==> src/rtl/cmac_usplus_0_pkt_mon_pkg.sv <==
// Shared types and constants for the CMAC RX packet monitor.
//   - pkt_mon_state_e : monitor state, encoded as the 4-bit code exported on rx_prestate
//   - sizing constants for beats, frame length and statistics counters
//   - sat_inc         : saturating increment for the 16-bit statistics counters
package cmac_usplus_0_pkt_mon_pkg;

    localparam int BEAT_BYTES    = 64;
    localparam int MAX_PKT_BYTES = 16000;
    localparam int LEN_W         = 14;
    localparam int CNT_W         = 16;
    localparam int BYTE_CNT_W    = 48;

    typedef enum logic [3:0] {
        S_WAIT_ALIGN = 4'd0,
        S_WAIT_SOP   = 4'd1,
        S_PKT        = 4'd2,
        S_DONE       = 4'd3
    } pkt_mon_state_e;

    function automatic logic [CNT_W-1:0] sat_inc(input logic [CNT_W-1:0] v, input logic en);
        return (en && (v != {CNT_W{1'b1}})) ? v + 1'b1 : v;
    endfunction

endpackage

==> src/rtl/cmac_usplus_0_axis_pkt_mon_if.sv <==
// AXI4-Stream RX beat bundle (no tready: the CMAC RX path cannot be stalled).
//   tvalid : beat valid
//   tdata  : 512-bit beat, byte k at [8k+7:8k]
//   tkeep  : byte enables, bit k qualifies byte k
//   tlast  : last beat of a frame
//   tuser  : frame (FCS) error, meaningful only with tlast
// Handshake: a beat transfers on every clock edge where tvalid=1; there is no
// ready, so the sink must accept every beat it sees.
interface cmac_usplus_0_axis_pkt_mon_if;
    import cmac_usplus_0_pkt_mon_pkg::*;

    logic                    tvalid;
    logic [BEAT_BYTES*8-1:0] tdata;
    logic [BEAT_BYTES-1:0]   tkeep;
    logic                    tlast;
    logic                    tuser;

    modport master (output tvalid, tdata, tkeep, tlast, tuser);
    modport slave  (input  tvalid, tdata, tkeep, tlast, tuser);

endinterface

==> src/rtl/cmac_usplus_0_tkeep_decode.sv <==
// Combinational tkeep decoder.
//   tkeep    in  64 : byte enables of one beat
//   byte_cnt out 7  : number of enabled bytes (0..64)
//   contig   out 1  : enables form a run starting at bit 0 (all-zero also counts as contiguous)
module cmac_usplus_0_tkeep_decode (
    input  logic [63:0] tkeep,
    output logic [6:0]  byte_cnt,
    output logic        contig
);

    always_comb begin
        byte_cnt = 7'd0;
        for (int k = 0; k < 64; k++) begin
            byte_cnt = byte_cnt + 7'(tkeep[k]);
        end
        // A run of ones from bit 0 has the form 2^n-1, so adding one clears every set bit.
        contig = ((tkeep & (tkeep + 64'd1)) == 64'd0);
    end

endmodule

==> src/rtl/cmac_usplus_0_axis_pkt_mon.sv <==
// RX packet monitor for the CMAC 100G hardware test: checks every received frame
// for length/tkeep errors, payload pattern (byte at offset n == n[7:0]) and FCS
// error, and keeps saturating statistics.
// Optional feature macro: PKT_MON_PAYLOAD_CHK_EN builds the payload comparator;
// without it the payload mismatch flag is constant 0.
// Ports:
//   clk, reset (async, active-high), rx_aligned, restart (clears stats, rearms)
//   rx_axis        : AXI4-Stream slave beat bundle
//   *_cnt          : saturating frame/byte statistics
//   rx_prestate    : current state code
//   rx_*_led       : busy / done / aligned indicators
module cmac_usplus_0_axis_pkt_mon
    import cmac_usplus_0_pkt_mon_pkg::*;
#(
    parameter int PKT_NUM  = 1000,
    parameter int PKT_SIZE = 522
) (
    input  logic                           clk,
    input  logic                           reset,
    input  logic                           rx_aligned,
    input  logic                           restart,
    cmac_usplus_0_axis_pkt_mon_if.slave    rx_axis,
    output logic [CNT_W-1:0]               pkt_cnt,
    output logic [CNT_W-1:0]               good_cnt,
    output logic [CNT_W-1:0]               len_err_cnt,
    output logic [CNT_W-1:0]               data_err_cnt,
    output logic [CNT_W-1:0]               fcs_err_cnt,
    output logic [BYTE_CNT_W-1:0]          byte_cnt,
    output logic [3:0]                     rx_prestate,
    output logic                           rx_busy_led,
    output logic                           rx_done_led,
    output logic                           rx_aligned_led
);

    pkt_mon_state_e          state_q, state_d;
    logic [LEN_W-1:0]        len_q, len_d;
    logic                    len_err_q, len_err_d;
    logic                    data_err_q, data_err_d;
    logic [CNT_W-1:0]        pkt_cnt_q, pkt_cnt_d, good_cnt_q, good_cnt_d;
    logic [CNT_W-1:0]        len_err_cnt_q, len_err_cnt_d, data_err_cnt_q, data_err_cnt_d;
    logic [CNT_W-1:0]        fcs_err_cnt_q, fcs_err_cnt_d;
    logic [BYTE_CNT_W-1:0]   byte_cnt_q, byte_cnt_d;
    logic                    busy_led_q, busy_led_d, done_led_q, done_led_d;
    logic                    aligned_led_q, aligned_led_d;

    logic [6:0]              keep_cnt;
    logic                    keep_contig;
    logic                    in_pkt;
    logic [LEN_W-1:0]        base_len, new_len;
    logic [LEN_W:0]          len_sum;
    logic                    base_len_err, base_data_err;
    logic                    beat_len_err, beat_data_err;
    logic                    frm_len_err, frm_data_err, last_pkt;
    logic [BYTE_CNT_W:0]     byte_sum;

    cmac_usplus_0_tkeep_decode u_tkeep_decode (
        .tkeep    (rx_axis.tkeep),
        .byte_cnt (keep_cnt),
        .contig   (keep_contig)
    );

`ifdef PKT_MON_PAYLOAD_CHK_EN
    // Beat index modulo 4 gives the frame-offset bits [7:6] of every byte in
    // the beat, since a beat is exactly 64 bytes.
    logic [1:0] beat_q, beat_d, base_beat;
    logic       frame_active;

    always_comb begin
        frame_active  = ((state_q == S_WAIT_SOP) || (state_q == S_PKT)) && rx_aligned;
        base_beat     = (state_q == S_PKT) ? beat_q : 2'd0;
        beat_d        = beat_q;
        if (restart) begin
            beat_d = 2'd0;
        end else if (frame_active && rx_axis.tvalid && !rx_axis.tlast) begin
            beat_d = base_beat + 2'd1;
        end
        beat_data_err = 1'b0;
        for (int k = 0; k < BEAT_BYTES; k++) begin
            if (rx_axis.tkeep[k] && (rx_axis.tdata[8*k +: 8] != {base_beat, 6'(k)})) begin
                beat_data_err = 1'b1;
            end
        end
    end

    always_ff @(posedge clk or posedge reset) begin
        if (reset) beat_q <= 2'd0;
        else       beat_q <= beat_d;
    end
`else
    assign beat_data_err = 1'b0;
`endif

    always_comb begin
        // A beat seen in S_WAIT_SOP starts a fresh frame, so it accumulates
        // from zero regardless of what the per-frame registers still hold.
        in_pkt        = (state_q == S_PKT);
        base_len      = in_pkt ? len_q : '0;
        base_len_err  = in_pkt & len_err_q;
        base_data_err = in_pkt & data_err_q;
        len_sum       = {1'b0, base_len} +
                        (rx_axis.tlast ? (LEN_W+1)'(keep_cnt) : (LEN_W+1)'(BEAT_BYTES));
        new_len       = len_sum[LEN_W] ? {LEN_W{1'b1}} : len_sum[LEN_W-1:0];
        beat_len_err  = rx_axis.tlast ? (!keep_contig || (keep_cnt == 7'd0))
                                      : (rx_axis.tkeep != {BEAT_BYTES{1'b1}});
        frm_len_err   = base_len_err | beat_len_err | (new_len != LEN_W'(PKT_SIZE));
        frm_data_err  = base_data_err | beat_data_err;
        last_pkt      = (({1'b0, pkt_cnt_q} + 17'd1) == 17'(PKT_NUM));
        byte_sum      = {1'b0, byte_cnt_q} + (BYTE_CNT_W+1)'(new_len);

        state_d        = state_q;
        len_d          = len_q;
        len_err_d      = len_err_q;
        data_err_d     = data_err_q;
        pkt_cnt_d      = pkt_cnt_q;
        good_cnt_d     = good_cnt_q;
        len_err_cnt_d  = len_err_cnt_q;
        data_err_cnt_d = data_err_cnt_q;
        fcs_err_cnt_d  = fcs_err_cnt_q;
        byte_cnt_d     = byte_cnt_q;

        if (restart) begin
            state_d        = S_WAIT_ALIGN;
            len_d          = '0;
            len_err_d      = 1'b0;
            data_err_d     = 1'b0;
            pkt_cnt_d      = '0;
            good_cnt_d     = '0;
            len_err_cnt_d  = '0;
            data_err_cnt_d = '0;
            fcs_err_cnt_d  = '0;
            byte_cnt_d     = '0;
        end else begin
            case (state_q)
                S_WAIT_ALIGN: if (rx_aligned) state_d = S_WAIT_SOP;
                S_WAIT_SOP, S_PKT: begin
                    if (!rx_aligned) begin
                        // Partial frame is dropped; its flags are ignored on the next SOP.
                        state_d = S_WAIT_ALIGN;
                    end else if (rx_axis.tvalid) begin
                        if (rx_axis.tlast) begin
                            pkt_cnt_d      = sat_inc(pkt_cnt_q, 1'b1);
                            good_cnt_d     = sat_inc(good_cnt_q,
                                                     !frm_len_err && !frm_data_err && !rx_axis.tuser);
                            len_err_cnt_d  = sat_inc(len_err_cnt_q, frm_len_err);
                            data_err_cnt_d = sat_inc(data_err_cnt_q, frm_data_err);
                            fcs_err_cnt_d  = sat_inc(fcs_err_cnt_q, rx_axis.tuser);
                            byte_cnt_d     = byte_sum[BYTE_CNT_W] ? {BYTE_CNT_W{1'b1}}
                                                                  : byte_sum[BYTE_CNT_W-1:0];
                            state_d        = last_pkt ? S_DONE : S_WAIT_SOP;
                        end else begin
                            len_d      = new_len;
                            len_err_d  = base_len_err | beat_len_err;
                            data_err_d = frm_data_err;
                            state_d    = S_PKT;
                        end
                    end
                end
                default: ;
            endcase
        end

        busy_led_d    = (state_d == S_WAIT_SOP) || (state_d == S_PKT);
        done_led_d    = (state_d == S_DONE);
        aligned_led_d = rx_aligned;
    end

    always_ff @(posedge clk or posedge reset) begin
        if (reset) begin
            state_q        <= S_WAIT_ALIGN;
            len_q          <= '0;
            len_err_q      <= 1'b0;
            data_err_q     <= 1'b0;
            pkt_cnt_q      <= '0;
            good_cnt_q     <= '0;
            len_err_cnt_q  <= '0;
            data_err_cnt_q <= '0;
            fcs_err_cnt_q  <= '0;
            byte_cnt_q     <= '0;
            busy_led_q     <= 1'b0;
            done_led_q     <= 1'b0;
            aligned_led_q  <= 1'b0;
        end else begin
            state_q        <= state_d;
            len_q          <= len_d;
            len_err_q      <= len_err_d;
            data_err_q     <= data_err_d;
            pkt_cnt_q      <= pkt_cnt_d;
            good_cnt_q     <= good_cnt_d;
            len_err_cnt_q  <= len_err_cnt_d;
            data_err_cnt_q <= data_err_cnt_d;
            fcs_err_cnt_q  <= fcs_err_cnt_d;
            byte_cnt_q     <= byte_cnt_d;
            busy_led_q     <= busy_led_d;
            done_led_q     <= done_led_d;
            aligned_led_q  <= aligned_led_d;
        end
    end

    assign pkt_cnt        = pkt_cnt_q;
    assign good_cnt       = good_cnt_q;
    assign len_err_cnt    = len_err_cnt_q;
    assign data_err_cnt   = data_err_cnt_q;
    assign fcs_err_cnt    = fcs_err_cnt_q;
    assign byte_cnt       = byte_cnt_q;
    assign rx_prestate    = state_q;
    assign rx_busy_led    = busy_led_q;
    assign rx_done_led    = done_led_q;
    assign rx_aligned_led = aligned_led_q;

endmodule
==> src/flat_wrapper.sv <==
// flat-port wrapper written by rule: the top's interface ports become plain ports
module cmac_usplus_0_axis_pkt_mon_flat import cmac_usplus_0_pkt_mon_pkg::*;
#(
    parameter int PKT_NUM  = 1000,
    parameter int PKT_SIZE = 522
)
  (clk, reset, rx_aligned, restart, pkt_cnt, good_cnt, len_err_cnt, data_err_cnt, fcs_err_cnt, byte_cnt, rx_prestate, rx_busy_led, rx_done_led, rx_aligned_led, rx_axis_tvalid, rx_axis_tdata, rx_axis_tkeep, rx_axis_tlast, rx_axis_tuser);
  cmac_usplus_0_axis_pkt_mon_if rx_axis_i ();
  input  logic clk;
  input  logic reset;
  input  logic rx_aligned;
  input  logic restart;
  output logic [CNT_W-1:0] pkt_cnt;
  output logic [CNT_W-1:0] good_cnt;
  output logic [CNT_W-1:0] len_err_cnt;
  output logic [CNT_W-1:0] data_err_cnt;
  output logic [CNT_W-1:0] fcs_err_cnt;
  output logic [BYTE_CNT_W-1:0] byte_cnt;
  output logic [3:0] rx_prestate;
  output logic rx_busy_led;
  output logic rx_done_led;
  output logic rx_aligned_led;
  input wire logic [$bits(rx_axis_i.tvalid)-1:0] rx_axis_tvalid;
  input wire logic [$bits(rx_axis_i.tdata)-1:0] rx_axis_tdata;
  input wire logic [$bits(rx_axis_i.tkeep)-1:0] rx_axis_tkeep;
  input wire logic [$bits(rx_axis_i.tlast)-1:0] rx_axis_tlast;
  input wire logic [$bits(rx_axis_i.tuser)-1:0] rx_axis_tuser;
  assign rx_axis_i.tvalid = rx_axis_tvalid;
  assign rx_axis_i.tdata = rx_axis_tdata;
  assign rx_axis_i.tkeep = rx_axis_tkeep;
  assign rx_axis_i.tlast = rx_axis_tlast;
  assign rx_axis_i.tuser = rx_axis_tuser;
  cmac_usplus_0_axis_pkt_mon #(.PKT_NUM(PKT_NUM), .PKT_SIZE(PKT_SIZE)) u_core (.clk(clk), .reset(reset), .rx_aligned(rx_aligned), .restart(restart), .rx_axis(rx_axis_i), .pkt_cnt(pkt_cnt), .good_cnt(good_cnt), .len_err_cnt(len_err_cnt), .data_err_cnt(data_err_cnt), .fcs_err_cnt(fcs_err_cnt), .byte_cnt(byte_cnt), .rx_prestate(rx_prestate), .rx_busy_led(rx_busy_led), .rx_done_led(rx_done_led), .rx_aligned_led(rx_aligned_led));
endmodule
==> config.mk <==
export PLATFORM = sky130hd
export DESIGN_NAME = cmac_usplus_0_axis_pkt_mon_flat
export DESIGN_NICKNAME = d
export VERILOG_FILES = /design/src/rtl/cmac_usplus_0_pkt_mon_pkg.sv /design/src/rtl/cmac_usplus_0_axis_pkt_mon_if.sv /design/src/rtl/cmac_usplus_0_tkeep_decode.sv /design/src/rtl/cmac_usplus_0_axis_pkt_mon.sv /design/src/flat_wrapper.sv
export SDC_FILE = /design/constraint.sdc
export NUM_CORES = 1
export LEC_CHECK = 0
export ABC_AREA = 1
export CAP_MARGIN = 10
export CORE_AREA = 3 3 280 282
export CTS_CLUSTER_DIAMETER = 120
export CTS_CLUSTER_SIZE = 16
export DETAILED_ROUTE_END_ITERATION = 8
export DIE_AREA = 0 0 283 285
export PLACE_DENSITY = 0.41
export SLEW_MARGIN = 20
export SYNTH_ARGS = -nofsm -noshare
export SYNTH_HDL_FRONTEND = slang
export SYNTH_SLANG_ARGS = --single-unit
==> constraint.sdc <==
create_clock -name clk -period 6.4 [get_ports clk]
set_input_delay 1.28 -clock clk [delete_from_list [all_inputs] [get_ports clk]]
set_output_delay 1.28 -clock clk [all_outputs]
set_load 0.02 [all_outputs]
### Yosys cells after proc, flatten, opt, wreduce, memory -nomap -nowiden

Index checks and enable logic that the tools add are counted.

* $add $sub $neg: 72
* equality and inequality tests: 14
* mux-type cells: 62
* bitwise operators: 5
* reductions and logical operators: 32

Operator list (count)
* $mux 16: 30
* $add 7x1->7: 57
* $mux 48: 6
* $mux 14: 7
* $add 16x1->16 const B: 5
* $ne 16x16->1 const B: 5
* $add 64x1->64 const B: 1
* $and 64x64->64: 1
* $logic_not 64->1: 1
* $ne 64x64->1 const B: 1
* $add 48x14->49: 1
* $reduce_and 5->1: 5
* $mux 4: 5
* $reduce_bool 2->1: 9
* $add 16x1->17 const B: 1
* $eq 17x10->1 const B: 1
* $add 14x15->15: 1
* $ne 14x10->1 const B: 1
* $eq 4x2->1 const B: 3
* $mux 1: 11
* $eq 4x1->1 const B: 2
* $pmux 4 s2: 1
* $reduce_and 4->1: 2
* $add 6x1->7: 1
* 16 further kinds: 27

* bits in registers: 151
* output and inout port bits: 135
* logic and storage cells: 198

### Logic depth before layout (Yosys ltp)

* depth in word-level cells: 78
* depth in mapped cells: 52
* gate-level depth less buffers: 52

### Hierarchy

A second synthesis with hierarchy kept.

* cell total of the unflattened synthesis: 2200
* area total of the unflattened synthesis: 14218.6 um2

Modules (own cells, without submodules)
* cmac_usplus_0_axis_pkt_mon: times used 1, cells each 1628, area each 10799.1 um2, seq. area each 3778.6 um2
* cmac_usplus_0_tkeep_decode: times used 1, cells each 572, area each 3419.5 um2, seq. area each 0.0 um2

### Worst setup path before layout

No wires, ideal clock.

* path kind: input port to flip-flop
* start point: input port rx_axis_tkeep[35]
* end point: register u_core.byte_cnt_q[31], in the netlist u_core.byte_cnt[31]
* library setup time: 83 ps
* arrival time: 9654 ps
* path slack: -3337 ps
* cell stages on the path: 42
* path buffers: 1
* path through: inv_1 > fa_1 > inv_1 > fa_1 > fa_1 > inv_1 > fa_1 > inv_1 > fa_1 > fa_1 > fa_1 > inv_1 > fa_1 > inv_1 > fa_1 > nand4_1 > o211ai_1 > or2_2 > [6 not listed] > inv_2 > nor2_1 > inv_1 > ha_1 > inv_1 > fa_1 > o21ai_1 > nand2_1 > nand2_1 > a21oi_1 > o21ai_2 > inv_1 > nor2_2 > nand4_2 > inv_1 > clkbuf_2 > o21ai_0 > o21ai_0

* word-level cells in the longest chain between the ends: 39

RTL lines
* start: declaration: line flat_wrapper.sv:25 `input wire logic [$bits(rx_axis_i.tkeep)-1:0] rx_axis_tkeep;`
* $add 7x1->7 (29 in series): line cmac_usplus_0_tkeep_decode.sv:14 `byte_cnt = byte_cnt + 7'(tkeep[k]);`
* $mux 7: line cmac_usplus_0_axis_pkt_mon.sv:101 `(rx_axis.tlast ? (LEN_W+1)'(keep_cnt) : (LEN_W+1)'(BEAT_BYTES));`
* $add 14x15->15: line cmac_usplus_0_axis_pkt_mon.sv:100 `len_sum = {1'b0, base_len} +`
* $mux 14: line cmac_usplus_0_axis_pkt_mon.sv:102 `new_len = len_sum[LEN_W] ? {LEN_W{1'b1}} : len_sum[LEN_W-1:0];`
* $add 48x14->49: line cmac_usplus_0_axis_pkt_mon.sv:108 `byte_sum = {1'b0, byte_cnt_q} + (BYTE_CNT_W+1)'(new_len);`
* $mux 48: line cmac_usplus_0_axis_pkt_mon.sv:147 `byte_cnt_d = byte_sum[BYTE_CNT_W] ? {BYTE_CNT_W{1'b1}}`
* $mux 48: line cmac_usplus_0_axis_pkt_mon.sv:140 `if (rx_axis.tlast) begin`
* $mux 48: line cmac_usplus_0_axis_pkt_mon.sv:139 `end else if (rx_axis.tvalid) begin`
* $mux 48: line cmac_usplus_0_axis_pkt_mon.sv:136 `if (!rx_aligned) begin`
* $mux 48: line cmac_usplus_0_axis_pkt_mon.sv:133 `case (state_q)`
* $mux 48: line cmac_usplus_0_axis_pkt_mon.sv:121 `if (restart) begin`
* end signal: assignment: line cmac_usplus_0_axis_pkt_mon.sv:192 `byte_cnt_q <= byte_cnt_d;`
* end: declaration: line cmac_usplus_0_axis_pkt_mon.sv:42 `logic [BYTE_CNT_W-1:0] byte_cnt_q, byte_cnt_d;`

Every way passes these cells. The select of a mux whose other input is x is not followed.
A chain may end at the register's enable or synchronous reset.

### Worst setup path after layout

* start point: input port rx_axis_tkeep[35]
* end point: register u_core.byte_cnt_q[41], in the netlist u_core.byte_cnt[41]

Same word-level chain as after synthesis.

==> flow_metrics.py <==
metrics = {
    "status": {
        "status": "finished, violations left",
        "violations": "setup timing",
    },
    "power_and_ir_drop": {
        "leakage_nw": 8.68,
        "clkPwrFrac": 0.080,
        "p_seq_frac": 0.074,
        "power_mw": 13.9,
        "power_frac_comb": 0.846,
        "power.switching_mw": 6.32,
        "p_per_area_mw_per_mm2": 717,
        "swShare": 0.455,
        "p_int_mw": 7.57,
        "ir_worst_vdd_uv": 1210,
    },
    "grt": {
        "grt_busiest_layer": "met2",
        "use_met1": 0.192,
        "grt_use_met2": 0.237,
        "grtUsageTotal": 0.143,
        "antenna_found_initial": 8,
        "grtUsageMet3": 0.0316,
        "grt-ovfl-total": 0,
        "first_global_vias": 14700,
        "grt_max_degree": 74,
        "grt_pass1_wl_um": 89600,
    },
    "logic_synthesis": {
        "synth-edff-count": 0,
        "netlist_area_mm2": 0.0132,
        "synth_cell_types": 53,
        "synth_cells": 1967,
        "synthArstFlopShare": 1.00,
        "ys_ff_latch": 151,
        "synthFlopType": "dfrtp_1",
        "synth_fp_nets": 2649,
        "synth_area_per_cell_um2": 6.74,
        "yosysSeqAreaShare": 0.285,
        "yosysWarnings": 0,
    },
    "cts": {
        "cts-root-buf": "clkbuf_16",
        "tritoncts": "built",
        "clk_path_buf_depth": 2,
        "clk_pin_slew_ps": 70,
        "cts.htree.levels": 4,
        "numCtsBuffers": 17,
        "cts_sinks": 151,
        "clkLatencyLatePin_ps": 460,
    },
    "sta": {
        "fmax_mhz": 109,
        "period_needed_ps": 9140,
        "holdWs_ps": 502,
        "worst_pin_slew_ps": 776,
        "setup_viol": 95,
        "period_share": 1.43,
        "drv_slew": 0,
        "clock_skew_ps": 12.8,
        "setup_ws_ps": -2740,
        "maxSlewHeadroom": 0.479,
        "hold_viol_final": 0,
        "rsz0062_at_grt": "true",
    },
    "critical_path": {
        "reg2reg_depth": 32,
        "crit_path_end_kind": "register",
        "start_kind": "input pin",
        "slowest_delay_ps": 560,
        "worstPathRequired_ps": 6730,
        "crit_path_start": "rx_axis_tkeep[35]",
        "endpoint": "u_core.byte_cnt[41]",
        "critPathKind": "input pin to register",
        "crit_arrival_ps": 9470,
        "cp_common_cell": "fa_1",
        "timing.rr.start": "u_core.rx_prestate[2]",
        "slowest_stage": "fa_2",
        "r2r-end": "u_core.byte_cnt[36]",
        "reg2reg_slack_ps": 1910,
        "crit_path_max_fanout": 3,
    },
    "detailed_routing": {
        "drcViolationCount": 0,
        "vias_per_cell": 4.18,
        "drt_iter0_drc": 762,
        "vias": 14300,
        "drtPass1Iterations": 5,
        "wirelength_um": 57900,
        "final_antenna_net_count": 0,
        "post_drt_wl_per_cell_um": 17.0,
    },
    "cells_and_area": {
        "area_growth_pct": 46.3,
        "mostFrequentLayoutCell": "nand2_1",
        "nets": 3048,
        "drive_gt1_frac": 0.206,
        "finalInstanceArea_mm2": 0.0194,
        "nFillCells": 8380,
        "layout_common_cells": "nand2_1 (471), nor2_1 (274), inv_1 (258)",
    },
    "die": {
        "chipWidth_um": 283,
        "die_y_um": 285,
        "initial_utilization": 0.174,
        "rows": 101,
        "ios": 718,
        "dieArea_mm2": 0.0807,
        "core-area_mm2": 0.0759,
    },
    "flow_run": {
        "maxCapViolCount": 0,
    },
    "place": {
        "routabilityCongestion": 0.916,
        "numPortBuffers": 205,
        "dpl-instance-area_mm2": 0.0179,
        "dp_hpwl_um": 47200,
    },
    "worst_hold_path": {
        "min_path_type": "register to register",
    },
}
-- routing by layer --
layer  wire length, µm  vias to the layer above
li1                  -                     7046
met1             27400                     6865
met2             26900                      310
met3              2840                       44
met4               776                        4
met5                31                        -
-- synth_stat cells, types with 2 or more instances --
cell type,n,area [µm²]
inv_1,306,1150
nor3b_1,4,30.0
a22o_1,2,17.5
fa_1,56,1120
buf_1,5,18.8
o211ai_1,4,30.0
o21ai_1,13,65.1
nand3b_1,4,30.0
nor3_2,2,20.0
o21ai_0,99,495
nor4_1,7,43.8
dfrtp_1,151,3780
a21oi_1,46,230
xnor2_1,13,114
o21bai_1,3,22.5
nor2_1,294,1100
nor2_4,6,67.6
buf_2,4,20.0
nand2_2,6,37.5
nand2_4,2,22.5
inv_2,6,22.5
clkinv_1,2,7.51
clkbuf_1,21,78.8
nor3_1,54,270
buf_6,3,33.8
nand4_1,49,307
nor2_2,14,87.6
o21a_1,4,30.0
or2_2,5,31.3
a31oi_1,2,12.5
o22ai_1,19,119
a21o_1,4,30.0
o221a_2,2,22.5
nand2_1,504,1890
ha_1,43,538
nand3_2,3,30.0
xor2_1,60,526
nand3_1,130,651
-- critical path, delay by kind of cell --
| kind | cells | cell delay (ps) |
|---|---|---|
| XOR/XNOR | 1 | 220 |
| AND/OR/NAND/NOR | 11 | 1570 |
| AO/OA/AOI/OAI | 5 | 550 |
| adder cells (fa/ha/maj) | 12 | 5100 |
| buffers and inverters | 9 | 720 |
-- power groups by stage --
stage / clock (mW) / sequential (mW) / combinational, mW
3_5_place_dp: 0 / 1.05 / 9.18
2_1_floorplan: 0 / 1.06 / 5.57
5_1_grt: 1.19 / 1.04 / 13.1
6_report: 1.11 / 1.03 / 11.7
4_1_cts: 1.16 / 1.03 / 10.3
3_3_place_gp: 0 / 1.05 / 9.17
-- cells by family (layout without fill, tap and decap cells) --
group | after synthesis | after routing | synth area share
other cells | 0 | 3 | 0
xor+xnor | 73 | 73 | 0.0483
buf+inv | 348 | 759 | 0.101
compound gates | 205 | 205 | 0.0857
fa+ha+maj | 99 | 99 | 0.125
simple gates | 1091 | 1092 | 0.355
flops | 151 | 151 | 0.285
-- state kept, by name, indices dropped and copies added (netlist names) --
register	cells
u_core.good_cnt	16
u_core.rx_aligned_led	1
u_core.fcs_err_cnt	16
u_core.rx_prestate	4
u_core.pkt_cnt	16
u_core.data_err_q	1
u_core.rx_done_led	1
u_core.data_err_cnt	16
u_core.len_err_cnt	16
u_core.len_q	14
u_core.byte_cnt	48
u_core.rx_busy_led	1
u_core.len_err_q	1
-- stage by stage --
stage | utilization | worst slack [ps] | cells | setup TNS (ps)
after global routing | 0.255 | -3070 | 3410 | -241930
after detailed placement | 0.235 | -3990 | 3342 | -315930
after CTS | 0.251 | -2960 | 3396 | -233220
after floorplan | - | -2840 | 1967 | -198470
final | 0.255 | -2740 | 3412 | -211970
after global placement | 0.235 | -3920 | 3342 | -311930
-- final cells by class --
| cell class | count | area, µm² | share of cell area |
|---|---|---|---|
| clock inverter | 15 | 191 | 0.00987 |
| antenna | 3 | 7.51 | 0.000387 |
| multi-input combinational | 1469 | 8860 | 0.457 |
| tap | 1030 | 1290 | 0.0665 |
| clock buffer | 17 | 425 | 0.0219 |
| inverter | 314 | 1210 | 0.0623 |
| timing repair buffer | 413 | 3620 | 0.187 |
| sequential | 151 | 3780 | 0.195 |
-- worst min path at each step --
stage	start	end	slack, ps	cells after the start
final	u_core.fcs_err_cnt[8]	u_core.fcs_err_cnt[8]	500	1
after global routing	u_core.fcs_err_cnt[8]	u_core.fcs_err_cnt[8]	540	1
after CTS	u_core.fcs_err_cnt[8]	u_core.fcs_err_cnt[8]	510	1
after detailed placement	u_core.fcs_err_cnt[8]	u_core.fcs_err_cnt[8]	490	1
after global placement	u_core.fcs_err_cnt[8]	u_core.fcs_err_cnt[8]	500	1
after floorplan	u_core.data_err_q	u_core.data_err_q	470	2
-- timing repair --
item                                    in CTS  in global routing
gates cloned                                 2                  1
resized for setup                          190                151
setup buffers                               20                 14
hold buffers                                 0                  0
endpoints found under the setup margin      95                 95
pin swaps                                   66                 93
Power figures use the tool's default switching activity.
==> edit 1, RTL diff (config.mk and constraints unchanged) <==
Set the package constant `BYTE_CNT_W` to 24 (it was 48).
--- a/src/rtl/cmac_usplus_0_pkt_mon_pkg.sv
+++ b/src/rtl/cmac_usplus_0_pkt_mon_pkg.sv
@@ -10,3 +10,3 @@
     localparam int CNT_W         = 16;
-    localparam int BYTE_CNT_W    = 48;
+    localparam int BYTE_CNT_W    = 24;
 
Interface: changed (resized byte_cnt); port bits go from 718 to 694. The function was not compared with the original's and may differ.
==> edit 1 against the unedited design <==
- sequential cell count down 24
- total power down 14%
- the run still ends with negative setup slack left
- setup slack worse by 0.029 ns
- highest routed layer unchanged
- synthesized area is 12% lower
- combinational power fell by 14%
- clock power down 11%
- wire length down 5.7%
- critical endpoint is now u_core.byte_cnt[22]$_DFFE_PP0P_
- synthesized cell count fell by 14%
- sequential power fell by 16%
- cell area fell by 10%
==> edit 1: results (changes against the unedited design) <==
[detailed_routing]
number_of_drc_markers_in_iteration_0 = 678  ; was 762
dr_total_vias = 12700  ; was 14,300
wl_microns = 54600  ; was 57,900 microns

[finish]
largest_register_ffs = 24  ; was 48
n_fill_cell = 8486  ; was 8,380
drive_above_1_share = 0.212  ; was 0.206
nNetsFinal = 2761  ; was 3,048

[timing]
setup-violations-final = 71  ; was 95
layout_setup_ws_ns = -2.76  ; was -2.74 ns

[run_status]
outcome = finished with violations  ; unchanged
violated_checks = negative setup slack  ; unchanged

[worst_setup_path]
critPathArrivalTime_ns = 9.54  ; was 9.47 ns
crit-reg2reg-capture = u_core.byte_cnt[22]$_DFFE_PP0P_  ; was u_core.byte_cnt[36]$_DFFE_PP0P_
timing.critical_path.fanout_max = 5  ; was 3

[grt]
grtUsageTotal = 0.134  ; was 0.143
grt_start_max_net_pins = 82  ; was 74
number_of_antenna_violations_at_the_first_check_in_global_routing = 9  ; was 8

[min_path]
worstHoldEndpoint = u_core.data_err_q$_DFFE_PP0P_  ; was u_core.fcs_err_cnt[8]$_DFFE_PP0P_
whs_path_depth = 2  ; was 1

[yosys]
synthDistinctLibCells = 55  ; was 53
synth_commonest_cells = 459 x nand2_1, 265 x inv_1, 220 x nor2_1, 127 x dfrtp_1, 116 x nand3_1  ; was 504 x nand2_1, 306 x inv_1, 294 x nor2_1, 151 x dfrtp_1, 130 x nand3_1
largest_cells_by_area_after_synthesis = dfrtp_1 27%, nand2_1 15%, fa_1 9.7%  ; was dfrtp_1 29%, nand2_1 14%, inv_1 8.7%

[place]
io_buffers = 181  ; was 205
routabilityCongestion = 0.943  ; was 0.916

[power_and_ir_drop]
power.leakage_nw = 7.87  ; was 8.68 nW

==> edit 1: cell count changes in the layout (fill, tap and decap cells not counted), sizes merged, moves of 11 or more <==
| cell | change |
|---|---|
| xor2 | -18 |
| nor3 | -28 |
| nand2 | -43 |
| nor2 | -79 |
| dfrtp | -24 |
| clkdlybuf4s50 | -25 |
| inv | -45 |
| o21ai | -11 |
==> edit 1: layout make-up <==
cell class,count,share of cell area
Sequential cell,127,0.183
Antenna cell,1,0.000144
Multi-Input combinational cell,1280,0.454
Timing Repair Buffer,385,0.196
Inverter,268,0.0592
Tap cell,1030,0.0742
Clock buffer,20,0.0263
Clock inverter,12,0.00713
==> edit 1: routing by layer <==
layer	vias up	wire, microns	GRT usage
li1	6207	-	-
met1	6134	22400	0.156
met2	286	27200	0.237
met3	89	3120	0.0359
met4	16	1790	0.0427
met5	-	114	0
==> edit 1: timing repair <==
item,CTS,global route
buffers inserted,21,14
gates cloned,2,0
pin swaps,53,77
setup endpoints to repair,71,71
resized for setup,184,124
==> edit 1: worst max-delay path by stage <==
stage,startpoint,to,slack (ns)
after floorplan,rx_axis_tkeep[35],u_core.byte_cnt[14]$_DFFE_PP0P_,-2.91
after global placement,rx_axis_tkeep[23],u_core.byte_cnt[19]$_DFFE_PP0P_,-3.80
after detailed placement,rx_axis_tkeep[23],u_core.byte_cnt[23]$_DFFE_PP0P_,-3.91
after CTS,rx_axis_tkeep[27],u_core.byte_cnt[14]$_DFFE_PP0P_,-2.79
after global routing,rx_axis_tkeep[23],u_core.byte_cnt[5]$_DFFE_PP0P_,-3.16
final,rx_axis_tkeep[21],u_core.byte_cnt[22]$_DFFE_PP0P_,-2.76
==> edit 1: kinds of logic after synthesis <==
family	share of synthesized area
flip-flops	0.274
XOR/XNOR	0.0370
buffers and inverters	0.0978
adder cells (fa/ha/maj)	0.143
AO/OA/AOI/OAI	0.0928
AND/OR/NAND/NOR	0.356
==> edit 1: power breakdown <==
group	leakage (nW)	switching, mW	internal, mW
registers	1.76	0.0307	0.837
clock network	0.279	0.428	0.563
logic	5.83	5.03	5.08
total	7.87	5.49	6.48
==> edit 1: stage by stage <==
step | cells | TNS [ns] | util | worst slack (ns)
final | 3123 | -151.22 | 0.229 | -2.76
after global routing | 3123 | -174.88 | 0.229 | -3.16
after CTS | 3110 | -150.75 | 0.224 | -2.79
after detailed placement | 3055 | -230.11 | 0.211 | -3.91
after global placement | 3055 | -224.48 | 0.211 | -3.80
after floorplan | 1700 | -137.68 | - | -2.91
==> edit 1: tightest hold or removal path: stages (launching register included) <==
cell and delay (ns):
dfrtp_1 0.35, nand3_1 0.08, inv_1 0.05
==> edit 2, RTL diff (config.mk and constraints unchanged) <==
Without the edit above. Put one more register stage on the output `data_err_cnt`. The value now appears one clock later. The other outputs are not delayed to match.
--- a/src/rtl/cmac_usplus_0_axis_pkt_mon.sv
+++ b/src/rtl/cmac_usplus_0_axis_pkt_mon.sv
@@ -201,3 +201,5 @@
     assign len_err_cnt    = len_err_cnt_q;
-    assign data_err_cnt   = data_err_cnt_q;
+    always_ff @(posedge clk) begin
+        data_err_cnt <= data_err_cnt_q;
+    end
     assign fcs_err_cnt    = fcs_err_cnt_q;
Function: not settled (the Yosys comparison gave no result); the edit may change what the design does.
==> edit 2 against the unedited design <==
- worst hold slack got worse by 0.078 ns
- setup slack worse by 0.15 ns
- maximum frequency down 1.6%
- total power shrank 8.3%
- wire length up 9.8%
- cell area rose by 3.7%
- sequential cell count rose by 16
- the flow still finishes with violations (negative setup slack)
- clock skew grew 0.0070 ns
- synthesized area up 2.7%
==> edit 2: results (changes against the unedited design) <==
[timing]
layout_setup_ws_ns = -2.88  ; was -2.74 ns
setup-violations-final = 95  ; unchanged
relSlewSlack = 0.296  ; was 0.479

[finish]
drive_above_1_share = 0.219  ; was 0.206
inverters_excl_clock = 324  ; was 314
buffer_area_frac = 0.188  ; was 0.187
num-nonclk-buffers = 421  ; was 413
n_fill_cell = 8382  ; was 8,380
instances_no_fill = 3446  ; was 3,412
multiInputCombCellCount = 1460  ; was 1,469
n_clock_buffer = 20  ; was 17

[worst_setup_path]
critPathArrivalTime_ns = 9.67  ; was 9.47 ns

[grt]
global_route_wire_length_before_repair_microns = 95500  ; was 89,600 microns
met2_usage = 0.254  ; was 0.237

[clock_network]
cts.repair.resized = 280  ; was 190
cts_sinks = 167  ; was 151

[run_status]
violated_checks = negative setup slack  ; unchanged
outcome = finished with violations  ; unchanged

[place]
routabilityCongestion = 0.962  ; was 0.916
placed_cell_area_sq_um = 18400  ; was 17,900 sq um

[yosys]
synthesis.nets = 2666  ; was 2,649
muxShareOfSynthArea = 0.000736  ; was 0

[power_and_ir_drop]
vdd_ir_drop_max_v = 0.00103  ; was 0.00121 V
p_sw_mw = 5.77  ; was 6.32 mW
p_comb_mw = 10.5  ; was 11.7 mW

[detailed_routing]
routed_via_density = 4.33  ; was 4.18

==> edit 2: layer usage <==
layer | vias up | part of all wire
met5 | - | 0.00094
met2 | 417 | 0.46
met3 | 79 | 0.059
li1 | 7210 | -
met1 | 7202 | 0.45
met4 | 8 | 0.027
==> edit 2: path summary, 6_finish.rpt <==
path	slack, ns	startpoint	to	cells after the start
setup / recovery	-2.88	rx_axis_tkeep[37]	u_core.byte_cnt[24]$_DFFE_PP0P_	45
hold / removal	0.42	u_core.data_err_cnt_q[15]$_DFFE_PP0P_	u_core.data_err_cnt[15]$_DFF_P_	0
setup reg to reg	1.83	u_core.rx_prestate[2]$_DFF_PP0_	u_core.byte_cnt[24]$_DFFE_PP0P_	34
hold reg to reg	0.42	u_core.data_err_cnt_q[15]$_DFFE_PP0P_	u_core.data_err_cnt[15]$_DFF_P_	0
max in group asynchronous	3.94	reset	u_core.pkt_cnt[7]$_DFFE_PP0P_	3
min in group asynchronous	1.30	reset	u_core.byte_cnt[27]$_DFFE_PP0P_	2
